--- config.mk ---
export PLATFORM = sky130hd
export DESIGN_NAME = jt51_logsin
export DESIGN_NICKNAME = d
export VERILOG_FILES = /design/src/rtl/jt51_logsin_pkg.sv /design/src/rtl/jt51_logsin_acc.sv /design/src/rtl/jt51_logsin.sv
export SDC_FILE = /design/constraint.sdc
export NUM_CORES = 1
export LEC_CHECK = 0
export BUFFER_PORTS_ARGS = -buffer_cell sky130_fd_sc_hd__buf_4
export CAP_MARGIN = 40
export CORE_ASPECT_RATIO = 0.8
export CORE_MARGIN = 1
export CORE_UTILIZATION = 35
export CTS_BUF_LIST = sky130_fd_sc_hd__clkbuf_4 sky130_fd_sc_hd__clkbuf_8
export DETAILED_ROUTE_END_ITERATION = 7
export GPL_TIMING_DRIVEN = 0
export PLACE_DENSITY_LB_ADDON = 0.12
export SYNTH_ARGS = -nofsm -noshare
export SYNTH_HDL_FRONTEND = slang
export SYNTH_SLANG_ARGS = --single-unit
--- constraint.sdc ---
create_clock -name clk -period 7.9 [get_ports clk]
set_clock_uncertainty 0.05 [all_clocks]
set_input_delay 1.185 -clock clk [delete_from_list [all_inputs] [get_ports clk]]
set_output_delay 1.185 -clock clk [all_outputs]
set_load 0.03 [all_outputs]
--- src/rtl/jt51_logsin_pkg.sv ---
// Shared widths, ROM word field offsets and the per-stage payload
// for the log-sine operator stage.
package jt51_logsin_pkg;
   localparam int unsigned PW       = 10;
   localparam int unsigned LW       = 12;
   localparam int unsigned ROMW     = 46;
   localparam int unsigned AW       = 5;
   localparam int unsigned SELW     = 3;
   localparam int unsigned BASE_MSB = 45;
   localparam int unsigned BASE_LSB = 36;
   localparam int unsigned DELTA_W  = 4;
   localparam int unsigned NDELTA   = 7;
   localparam int unsigned OFFW     = 7;

   typedef struct packed {
      logic [SELW-1:0] sel;
      logic            sign;
      logic            valid;
   } stage_t;
endpackage

--- src/rtl/jt51_logsin_acc.sv ---
// Expands a compressed sine ROM word: base minus the first sel delta
// fields, clamped at zero.
module jt51_logsin_acc
   import jt51_logsin_pkg::*;
(
   input  logic [ROMW-1:0] rom_ph,
   input  logic [SELW-1:0] sel,
   output logic [LW-1:0]   logsin_c
);
   logic [OFFW-1:0] off;
   logic [LW-1:0]   base;
   logic            rsvd_unused;

   // Reserved byte between the delta fields and the base is not used.
   assign rsvd_unused = ^rom_ph[BASE_LSB-1:NDELTA*DELTA_W];

   always_comb begin
      off  = '0;
      base = {rom_ph[BASE_MSB:BASE_LSB], 2'b00};
      for (int k = 0; k < NDELTA; k++) begin
         if (SELW'(k) < sel) off = off + OFFW'(rom_ph[k*DELTA_W +: DELTA_W]);
      end
      logsin_c = (base < LW'(off)) ? '0 : base - LW'(off);
   end
endmodule

--- src/rtl/jt51_logsin.sv ---
// Three-stage log-sine lookup: fold phase to a quarter wave and address
// the ROM, wait one stage for the ROM word, then expand it.
module jt51_logsin
   import jt51_logsin_pkg::*;
(
   input  logic            clk,
   input  logic            rst_n,
   input  logic            cen,
   input  logic [PW-1:0]   phase_in,
   input  logic            valid_in,
   output logic [AW-1:0]   rom_addr,
   input  logic [ROMW-1:0] rom_ph,
   output logic [LW-1:0]   logsin,
   output logic            sign_out,
   output logic            valid_out
);
   logic [7:0]    aux_c;
   logic [LW-1:0] logsin_c;

   logic [AW-1:0] rom_addr_q, rom_addr_d;
   stage_t        a_q, a_d;
   stage_t        b_q, b_d;
   logic [LW-1:0] logsin_q, logsin_d;
   logic          sign_q, sign_d;
   logic          valid_q, valid_d;

   assign aux_c = phase_in[8] ? ~phase_in[7:0] : phase_in[7:0];

   jt51_logsin_acc u_acc (
      .rom_ph   (rom_ph),
      .sel      (b_q.sel),
      .logsin_c (logsin_c)
   );

   always_comb begin
      rom_addr_d = rom_addr_q;
      a_d        = a_q;
      b_d        = b_q;
      logsin_d   = logsin_q;
      sign_d     = sign_q;
      valid_d    = valid_q;
      if (cen) begin
         rom_addr_d = aux_c[7:3];
         a_d        = '{sel: aux_c[2:0], sign: phase_in[9], valid: valid_in};
         // Stage B only delays, giving the ROM a full stage to settle.
         b_d        = a_q;
         logsin_d   = logsin_c;
         sign_d     = b_q.sign;
         valid_d    = b_q.valid;
      end
   end

   always_ff @(posedge clk) begin
      if (!rst_n) begin
         rom_addr_q <= '0;
         a_q        <= '0;
         b_q        <= '0;
         logsin_q   <= '0;
         sign_q     <= 1'b0;
         valid_q    <= 1'b0;
      end else begin
         rom_addr_q <= rom_addr_d;
         a_q        <= a_d;
         b_q        <= b_d;
         logsin_q   <= logsin_d;
         sign_q     <= sign_d;
         valid_q    <= valid_d;
      end
   end

   assign rom_addr  = rom_addr_q;
   assign logsin    = logsin_q;
   assign sign_out  = sign_q;
   assign valid_out = valid_q;
endmodule
## Word-level counts from Yosys, hierarchy flattened

Cells that the tools add are included.

- Register bits after elaboration: 29
- Output and inout port bits: 19
- Word-level logic and storage cells: 35

- $add $sub $neg: 7
- Magnitude comparators: 8
- Mux-type cells: 9
- Bitwise operators: 1

Operators with widths:

| operator | number |
|---|---|
| 2-to-1 mux 7 bit | 6 |
| adder 7 x 4 -> 7 bit | 5 |
| less-than comparator 12 x 7 -> 1 bit | 1 |
| 2-to-1 mux 12 bit | 1 |
| subtractor 12 x 7 -> 12 bit | 1 |
| less-than comparator 3 bit (first input constant) | 3 |
| 2-to-1 mux 8 bit | 1 |
| NOT 8 bit | 1 |
| less-than comparator 1 x 3 -> 1 bit (first input constant) | 2 |
| less-than comparator 2 x 3 -> 1 bit (first input constant) | 2 |
| adder 4 x 4 -> 5 bit | 1 |
| 2-to-1 mux 4 bit | 1 |

## Depth between registers and ports, before layout

Gate-level depths: netlist (run 1).

- Word-level depth: 16
- Gate-level depth with buffers: 42
- Gate-level depth less buffers: 40

## Hierarchy

From an unflattened synthesis (run 1), not the netlist that was laid out.

- Cells, all modules: 365
- Area, all modules: 3141.8 um2

By module, submodules not included:

| module | times used | cells an instance | area each (um2) | seq. area each (um2) |
|---|---|---|---|---|
| jt51_logsin_acc | 1 | 262 | 1994.4 | 0.0 |
| jt51_logsin | 1 | 103 | 1147.4 | 580.6 |

## Worst setup path before layout (run 1)

Ideal clock, no wire load.

- Kind: input to register
- From: in rom_ph[0]
- To: reg logsin_q[11], in the netlist logsin[11]
- Library setup time: 0.119 ns
- Arrival time: 7.957 ns
- Required time: 7.731 ns
- Path slack: -0.227 ns
- Stages on the path: 32
- Buffers on the path: 0
- Path through: nor2b_1 ha_1 inv_1 fa_1 mux2i_1 fa_1 a22oi_2 o211ai_2 fa_1 inv_1 a21oi_2 inv_1 fa_1 nor2_1 a21o_1 inv_2 fa_1 nand2_1 a21boi_1 inv_1 fa_1 mux4_2 a21o_1 ha_1 a21o_1 a21oi_1 o21bai_1 a21o_1 a211oi_2 a21boi_1 nand2_1 o21ai_1

- Cells in the longest elaborated chain, start to end: 15

RTL lines:

| item | RTL line | RTL |
|---|---|---|
| start, declared | jt51_logsin.sv:12 | `input logic [ROMW-1:0] rom_ph,` |
| 2-to-1 mux 4 bit * | jt51_logsin_acc.sv:21 | `if (SELW'(k) < sel) off = off + OFFW'(rom_ph[k*DELTA_W +: DELTA_W]);` |
| adder 4 x 4 -> 5 bit | jt51_logsin_acc.sv:21 |  |
| 2-to-1 mux 7 bit * | jt51_logsin_acc.sv:21 |  |
| adder 7 x 4 -> 7 bit | jt51_logsin_acc.sv:21 |  |
| 2-to-1 mux 7 bit * | jt51_logsin_acc.sv:21 |  |
| adder 7 x 4 -> 7 bit | jt51_logsin_acc.sv:21 |  |
| 2-to-1 mux 7 bit * | jt51_logsin_acc.sv:21 |  |
| adder 7 x 4 -> 7 bit | jt51_logsin_acc.sv:21 |  |
| 2-to-1 mux 7 bit * | jt51_logsin_acc.sv:21 |  |
| adder 7 x 4 -> 7 bit | jt51_logsin_acc.sv:21 |  |
| 2-to-1 mux 7 bit * | jt51_logsin_acc.sv:21 |  |
| adder 7 x 4 -> 7 bit | jt51_logsin_acc.sv:21 |  |
| 2-to-1 mux 7 bit * | jt51_logsin_acc.sv:21 |  |
| subtractor 12 x 7 -> 12 bit or less-than comparator 12 x 7 -> 1 bit (tied branches) | jt51_logsin_acc.sv:23 | `logsin_c = (base < LW'(off)) ? '0 : base - LW'(off);` |
| 2-to-1 mux 12 bit * | jt51_logsin_acc.sv:23 |  |
| end signal, assigned | jt51_logsin.sv:65 | `logsin_q <= logsin_d;` |
| end, declared | jt51_logsin.sv:23 | `logic [LW-1:0] logsin_q, logsin_d;` |

Mark *: on every way between the ends. The rest lies on a longest branch, timed or not.
A chain may end at the register's enable or synchronous reset.

## Worst setup path after layout (run 1)

- From: in rom_ph[0]
- To: reg logsin_q[8], in the netlist logsin[8]

Same word-level chain as after synthesis.

==> results by group, run 1 <==
Worst setup path
  • Startpoint type of the worst setup path: input port
  • Setup slack, reg-to-reg: -0.16 ns
  • Worst EP arrival: 8.26 ns
  • Worst Setup End Kind: register
  • CP max-delay cell: fa_1
  • Type of the worst setup path: input port to register
  • Maximum fanout encountered on the critical timing path: 4
  • Maximum single-stage delay on the critical path: 0.56 ns
  • Critical Path RT: 8.02 ns

Routing
  • Antenna viol nets, final: 0
  • Post-detailed-routing wire length: 8.46 mm
  • Via count: 2952
  • First-iteration detailed-routing DRC count: 109
  • Number of design rule violations left after detail routing: 0
  • Post-DR vias/cell: 5.01
  • WL per Instance: 14.4 microns
  • First-pass iteration count of the detailed router: 4

Final layout
  • Leading cell type in the layout, fill and taps excluded: buf_4
  • Fin area: 4510 sq um
  • Most frequent cells in the layout: buf_4 (103), nand2_1 (28), nor2b_1 (27), dfxtp_1 (27), ha_1 (23)
  • Synthesis-to-layout area growth: 43.3%
  • Utilization after layout: 0.525
  • Filler cell count in the final layout: 825
  • Net count of the finished layout: 574
  • Fraction of final layout cells sized beyond drive strength 1: 0.413
  • Antenna cells: 0

Pwr
  • Cell internal pwr: 0.406 mW
  • P_sw: 0.219 mW
  • Share of total power consumed by net switching: 0.351
  • Maximum VDD drop: 0.103 mV
  • Part of the total power dissipated in the clock network: 0.239
  • Pwr per Cell Area: 139 nW/um^2
  • Power, Total: 0.625 mW
  • Combinational share of power: 0.500
  • Share of power burned in registers: 0.261
  • Static leakage power: 2.05 nW

Synth
  • Synthesized netlist cell count: 366
  • Number of enable-type register cells in the synthesized netlist: 0
  • Seq/Total Area, Yosys: 0.184
  • Number of nets in the synthesized netlist: 463
  • Top FF cell, synth: dfxtp_1
  • Ys async rst share: 0
  • Syn_area_per_cell: 8.60 sq um
  • Number of warnings reported in the yosys synthesis log: 0
  • Netlist cell types: 65
  • Post-synth design cell area: 3150 sq um
  • Register bit count reported by yosys: 29

Clocking
  • CTS clk-pin slew, worst paths: 0.07 ns
  • Hold buffer count at CTS: 0
  • Inserted Clock Buffers: 5
  • Clock root cell: clkbuf_8
  • CTS tree: done
  • Clock network latency to the later pin of the worst-skew pair: 0.28 ns
  • Maximum clock path buffer count: 2
  • Number of sinks handled by clock tree synthesis: 29
  • Level count of the clock H-tree: 2

Hold path
  • Worst min-delay path class: register to register

STA
  • Maximum operating frequency: 123 MHz
  • Worst relative slew slack: 0.526
  • Sum of negative setup slack: -2.31 ns
  • Setup violation total in the final timing report: 12
  • Final worst-path setup slack: -0.234 ns
  • Final period demand of the worst path: 8.13 ns
  • Final Hold Violating Endpoints: 0
  • Slew at the pin closest to its max-slew limit: 0.712 ns
  • Pins over their slew limit: 0
  • Unrepaired setup endpoints after global routing: yes
  • Share of the clock period used by the worst path after layout: 1.03
  • Hold Slack: 0.405 ns

Floorplanning
  • Starting density of the core: 0.366
  • Die boundary width: 108 microns
  • Core box area: 8600 sq um
  • Die area: 9380 sq um
  • Y dimension of the die: 86.8 microns
  • Number of cell rows: 30
  • # IOs: 79

Run status
  • Failing checks: negative setup slack
  • Outcome: finished, violations left

GRT
  • Met3 usage in global routing: 0.0293
  • Met1 usage in global routing: 0.266
  • GRT overflow: 0
  • Via count of the first global-routing pass: 2836
  • Global-route total usage across every layer: 0.184
  • Met2 demand-to-capacity share in global routing: 0.294
  • Wire length of the first global-routing pass: 13.6 mm
  • Most congested layer reported by global routing: met2
  • Number of antenna violations at the first check in global routing: 0
  • Maximum number of pins on one net before global-route repair: 11

Place
  • Routability Congestion: 0.807
  • Buffers added on ports: 68
  • Cell area reported after detailed placement: 3850 sq um
  • HPWL after detailed placement: 6.32 mm

Flow run
  • Number of max-cap violations: 0
-- state kept, by name, indices dropped and copies added (netlist names) --
| register | flops |
|---|---|
| logsin | 12 |
| a_q | 5 |
| b_q | 5 |
| rom_addr | 5 |
| sign_out | 1 |
| valid_out | 1 |
-- layer usage --
metal | up-vias | share of wire
li1 | 1515 | -
met1 | 1379 | 0.50
met2 | 52 | 0.47
met3 | 6 | 0.030
met4 | 0 | 0.0063
met5 | - | 0
-- Yosys cell counts, drive strengths merged (3+ instances only) --
library cell  count  area (sq um)
a211oi            5          47.5
a21o             11          82.6
a21oi            25           151
a22oi             4          35.0
buf               6          40.0
clkbuf            8          30.0
dfxtp            29           581
fa                6           120
ha               31           388
inv              23          86.3
mux2              5          60.1
mux2i            17           170
nand2            31           119
nand2b            6          45.0
nand3             5          25.0
nor2             23           109
nor2b            29           181
o211a             9          90.1
o211ai            6          50.1
o21ai            22           121
o22ai             3          25.0
xnor2            19           200
xor2             12           105
-- area by class of cell --
class | instances | area (sq um) | area share
buffer | 14 | 81.3 | 0.0180
clock buffer | 5 | 68.8 | 0.0153
clock inverter | 2 | 35.0 | 0.00776
inverter | 23 | 86.3 | 0.0191
multi-input combinational | 300 | 2730 | 0.604
sequential | 29 | 586 | 0.130
tap | 112 | 140 | 0.0311
timing repair buffer | 104 | 788 | 0.175
-- path summary, 6_finish.rpt --
check / from / to / cells after the start
min reg2reg: logsin[5] / logsin[5] / 2
max: rom_ph[0] / logsin[8] / 33
max reg2reg: b_q[4] / logsin[8] / 36
min: logsin[5] / logsin[5] / 2
-- power by group through the flow --
stage,logic [mW],clock network [mW],registers (mW)
after floorplan,0.153,0,0.182
after global placement,0.234,0,0.167
after detailed placement,0.238,0,0.167
after CTS,0.276,0.152,0.164
after global routing,0.341,0.161,0.165
final,0.312,0.149,0.163
-- cell families after synthesis --
family	share of synthesized area
compound gates	0.239
xor+xnor	0.0969
fa+ha+maj	0.161
buf+inv	0.0497
flops	0.184
mux	0.0874
simple gates	0.181
-- metrics by stage --
step | setup slack (ns) | instances
CTS | -0.279 | 575
global placement | -0.871 | 546
finish | -0.234 | 589
global route | -0.526 | 589
detailed placement | -0.927 | 546
floorplan | 0.00281 | 366
-- timing repair --
item                       4_1_cts  5_1_grt
pin swaps                       26       43
gates resized for setup         28       34
buffers inserted                22       14
setup endpoints to repair       12       12
-- worst max-delay path: cells and delay by family --
kind | cells | cell delay, ns
buffers and inverters | 6 | 0.34
and+or+nand+nor | 4 | 0.35
AOI/OAI and AO/OA | 12 | 2.23
adders and majority gates | 8 | 3.32
muxes | 3 | 0.81
(Power assumes the default switching activity.)
==> inputs of run 2 (changes only) <==
Settings changed: ABC_AREA from default to 1, PLACE_DENSITY_LB_ADDON 0.12 to default.
==> run 2 against run 1 <==
The run now ends clean. Sequential share of layout area grew 1.6 points. Final area shrank 12%. Worst hold slack gained 0.012 ns. Combinational power grew 23%. Worst setup slack gained 0.57 ns. Synthesized area shrank 4.8%. First-iteration DRC count shrank 38%. Wire length shrank 9.6%. Cell count grew 11%. Flip-flop and latch count is the same. Largest cell class unchanged.
==> results by group, run 2 <==
STA
  • Final worst-path setup slack: 0.340 ns (was -0.234 ns)
  • Share of the clock period used by the worst path after layout: 0.957 (was 1.03)
  • Final period demand of the worst path: 7.56 ns (was 8.13 ns)
  • Final Hold Violating Endpoints: 0 (unchanged)
  • Setup violation total in the final timing report: 0 (was 12)
  • Slew at the pin closest to its max-slew limit: 0.543 ns (was 0.712 ns)
  • Pins over their slew limit: 0 (unchanged)
  • Worst relative slew slack: 0.638 (was 0.526)
  • Hold Slack: 0.418 ns (was 0.405 ns)
  • Sum of negative setup slack: 0 ns (was -2.31 ns)
  • Maximum operating frequency: 132 MHz (was 123 MHz)

Flow run
  • Number of max-cap violations: 0 (unchanged)

Final layout
  • Most frequent cells in the layout: nand2_1 (91), buf_4 (75), nor2_1 (66), inv_1 (59), dfxtp_1 (29) (was buf_4 (103), nand2_1 (28), nor2b_1 (27), dfxtp_1 (27), ha_1 (23))
  • Fraction of final layout cells sized beyond drive strength 1: 0.287 (was 0.413)
  • Antenna cells: 0 (unchanged)
  • Fin area: 3980 sq um (was 4510 sq um)
  • Net count of the finished layout: 643 (was 574)
  • Flip-flop and latch area: 581 sq um (was 586 sq um)
  • Filler cell count in the final layout: 855 (was 825)
  • Synthesis-to-layout area growth: 32.6% (was 43.3%)
  • Flip-flop count of the largest register after layout: 12 (unchanged)
  • Leading cell type in the layout, fill and taps excluded: nand2_1 (was buf_4)
  • Multi-input gate area: 2290 sq um (was 2730 sq um)

Floorplanning
  • Die area: 8950 sq um (was 9380 sq um)
  • Die boundary width: 105 microns (was 108 microns)
  • Number of cell rows: 29 (was 30)
  • Core box area: 8130 sq um (was 8600 sq um)
  • Y dimension of the die: 84.8 microns (was 86.8 microns)
  • # IOs: 79 (unchanged)
  • Starting density of the core: 0.369 (was 0.366)

Synth
  • Number of enable-type register cells in the synthesized netlist: 0 (unchanged)
  • Register bit count reported by yosys: 29 (unchanged)
  • Top-count cell post-synth: nand2_1 (was ha_1)
  • Cell taking the most area after synthesis: dfxtp_1 (unchanged)
  • Most frequent cells after synthesis: nand2_1 (96), nor2_1 (71), inv_1 (61) (was ha_1 (31), nand2_1 (30), dfxtp_1 (29), nor2b_1 (29), a21oi_1 (22))
  • Top FF cell, synth: dfxtp_1 (unchanged)
  • Ys async rst share: 0 (unchanged)
  • Synthesized netlist cell count: 464 (was 366)
  • Share of synthesized area spent on multiplexers: 0 (was 0.0874)
  • Simple-gate portion of the synthesized area: 0.335 (was 0.181)
  • Number of warnings reported in the yosys synthesis log: 0 (unchanged)
  • Post-synth design cell area: 3000 sq um (was 3150 sq um)
  • Netlist cell types: 35 (was 65)
  • Main area contributors after synthesis: dfxtp_1 (19%), ha_1 (13%), nand2_1 (12%), nor2_1 (8.9%), inv_1 (7.6%) (was dfxtp_1 (18%), ha_1 (12%), nor2b_1 (5.8%), mux2i_1 (5.4%), xnor2_1 (4.4%))
  • Post-synthesis xor/xnor area fraction: 0.0613 (was 0.0969)
  • Syn_area_per_cell: 6.46 sq um (was 8.60 sq um)
  • Number of nets in the synthesized netlist: 561 (was 463)
  • Portion of synthesized cell area occupied by the leading cell type: 0.194 (was 0.184)
  • Adder-cell share of the synthesized area: 0.169 (was 0.161)
  • Largest family of logic cells by synthesized area: simple AND/OR/NAND/NOR gates (was compound AO/OA/AOI/OAI gates)
  • Share of the synthesized area in compound gates (AO/OA/AOI/OAI): 0.141 (was 0.239)
  • Seq/Total Area, Yosys: 0.194 (was 0.184)

GRT
  • Via count of the first global-routing pass: 2818 (was 2836)
  • Number of antenna violations at the first check in global routing: 0 (unchanged)
  • Maximum number of pins on one net before global-route repair: 11 (unchanged)
  • Wire length of the first global-routing pass: 12.2 mm (was 13.6 mm)
  • Global-route total usage across every layer: 0.166 (was 0.184)
  • GRT overflow: 0 (unchanged)

Run status
  • Outcome: complete, no violations (was finished, violations left)

Hold path
  • Worst min-delay path class: register to register (unchanged)
  • Hold path start: logsin[10] (was logsin[5])
  • Number of instances on the worst hold path: 2 (unchanged)
  • Worst hold path endpoint: logsin[10] (was logsin[5])

Place
  • Routability Congestion: 0.790 (was 0.807)
  • Setup Slack @ Placement: -0.557 ns (was -0.927 ns)
  • Buffers added on ports: 68 (unchanged)
  • HPWL after detailed placement: 6.10 mm (was 6.32 mm)
  • Cell area reported after detailed placement: 3640 sq um (was 3850 sq um)

Worst setup path
  • Delay-heaviest family, CP: adder cells (unchanged)
  • Worst reg2reg path startpoint: b_q[4] (unchanged)
  • CP max-delay cell: fa_2 (was fa_1)
  • Worst EP arrival: 7.65 ns (was 8.26 ns)
  • Critical register-to-register path endpoint: logsin[6] (was logsin[8])
  • Worst Setup End Kind: register (unchanged)
  • Type of the worst setup path: input port to register (unchanged)
  • Maximum single-stage delay on the critical path: 0.52 ns (was 0.56 ns)
  • Setup slack, reg-to-reg: 0.55 ns (was -0.16 ns)
  • Startpoint type of the worst setup path: input port (unchanged)
  • Cell count of the worst reg-to-reg path: 44 (was 36)
  • Maximum fanout encountered on the critical timing path: 5 (was 4)
  • Critical Path RT: 7.99 ns (was 8.02 ns)
  • Bufs and invs on worst path: 10 (was 6)

Clocking
  • Clock network latency to the later pin of the worst-skew pair: 0.28 ns (about the same)
  • Number of sinks handled by clock tree synthesis: 29 (unchanged)
  • Inserted Clock Buffers: 5 (unchanged)
  • Maximum clock path buffer count: 2 (unchanged)
  • Level count of the clock H-tree: 2 (unchanged)
  • CTS tree: done (unchanged)
  • CTS clk-pin slew, worst paths: 0.06 ns (was 0.07 ns)
  • Clock root cell: clkbuf_8 (unchanged)

Routing
  • First-iteration detailed-routing DRC count: 68 (was 109)
  • Post-detailed-routing wire length: 7.64 mm (was 8.46 mm)
  • Antenna viol nets, final: 0 (unchanged)
  • Via count: 3085 (was 2952)
  • Number of design rule violations left after detail routing: 0 (unchanged)
  • Post-DR vias/cell: 4.71 (was 5.01)
  • WL per Instance: 11.7 microns (was 14.4 microns)
  • First-pass iteration count of the detailed router: 4 (unchanged)

Pwr
  • Power, Total: 0.686 mW (was 0.625 mW)
  • Static leakage power: 2.02 nW (was 2.05 nW)
  • Maximum VDD drop: 0.0866 mV (was 0.103 mV)
  • Pwr per Cell Area: 172 nW/um^2 (was 139 nW/um^2)
[run 2: worst max-delay path by stage]
stage                      end      start  cells after the start
finish               logsin[6]  rom_ph[0]                     43
global route         logsin[9]  rom_ph[0]                     46
CTS                  logsin[3]  rom_ph[0]                     43
detailed placement   logsin[3]  rom_ph[0]                     44
global placement     logsin[3]  rom_ph[0]                     44
floorplan           logsin[11]  rom_ph[0]                     42
[run 2: cell families (layout without fill, tap and decap cells)]
group,after synthesis,count (layout)
AND/OR/NAND/NOR,225,225
XOR/XNOR,21,21
buffers and inverters,77,160
AO/OA/AOI/OAI,75,75
flip-flops,29,29
adder cells (fa/ha/maj),37,37
[run 2: stage by stage]
stage / utilization / std cells
6_report: 0.489 / 655
4_1_cts: 0.463 / 649
2_1_floorplan: - / 464
5_1_grt: 0.489 / 655
3_5_place_dp: 0.448 / 640
3_3_place_gp: 0.448 / 640
[run 2: timing repair]
item                                    CTS  global route
buffers inserted                          1             5
endpoints found under the setup margin   12            12
gates cloned                              0             1
gates resized for setup                   5            47
pin swaps                                 1            21
hold buffers                              0             0
[run 2: layer usage]
| layer | vias to the layer above | GRT usage | part of all wire |
|---|---|---|---|
| li1 | 1647 | - | - |
| met1 | 1381 | 0.233 | 0.50 |
| met2 | 53 | 0.274 | 0.46 |
| met3 | 4 | 0.0194 | 0.034 |
| met4 | 0 | 0.0341 | 0.0052 |
| met5 | - | 0 | 0 |
[run 2: power breakdown]
group,internal (mW),switching [mW],leakage (nW)
Combinational,0.160,0.223,1.73
Clock,0.0786,0.0550,0.0542
Sequential,0.160,0.00904,0.240
[run 2: final cells by class]
class / count / area share
Buffer: 10 / 0.0132
Clock buffer: 7 / 0.0242
Clock inverter: 1 / 0.00126
Inverter: 67 / 0.0632
Multi-Input combinational cell: 358 / 0.577
Sequential cell: 29 / 0.146
Tap cell: 108 / 0.0340
Timing Repair Buffer: 75 / 0.142
[run 2: tightest hold or removal path, stage by stage, from the launching register on]
cell     delay, ns
dfxtp_1       0.31
nand2_1       0.06
a21oi_1       0.05
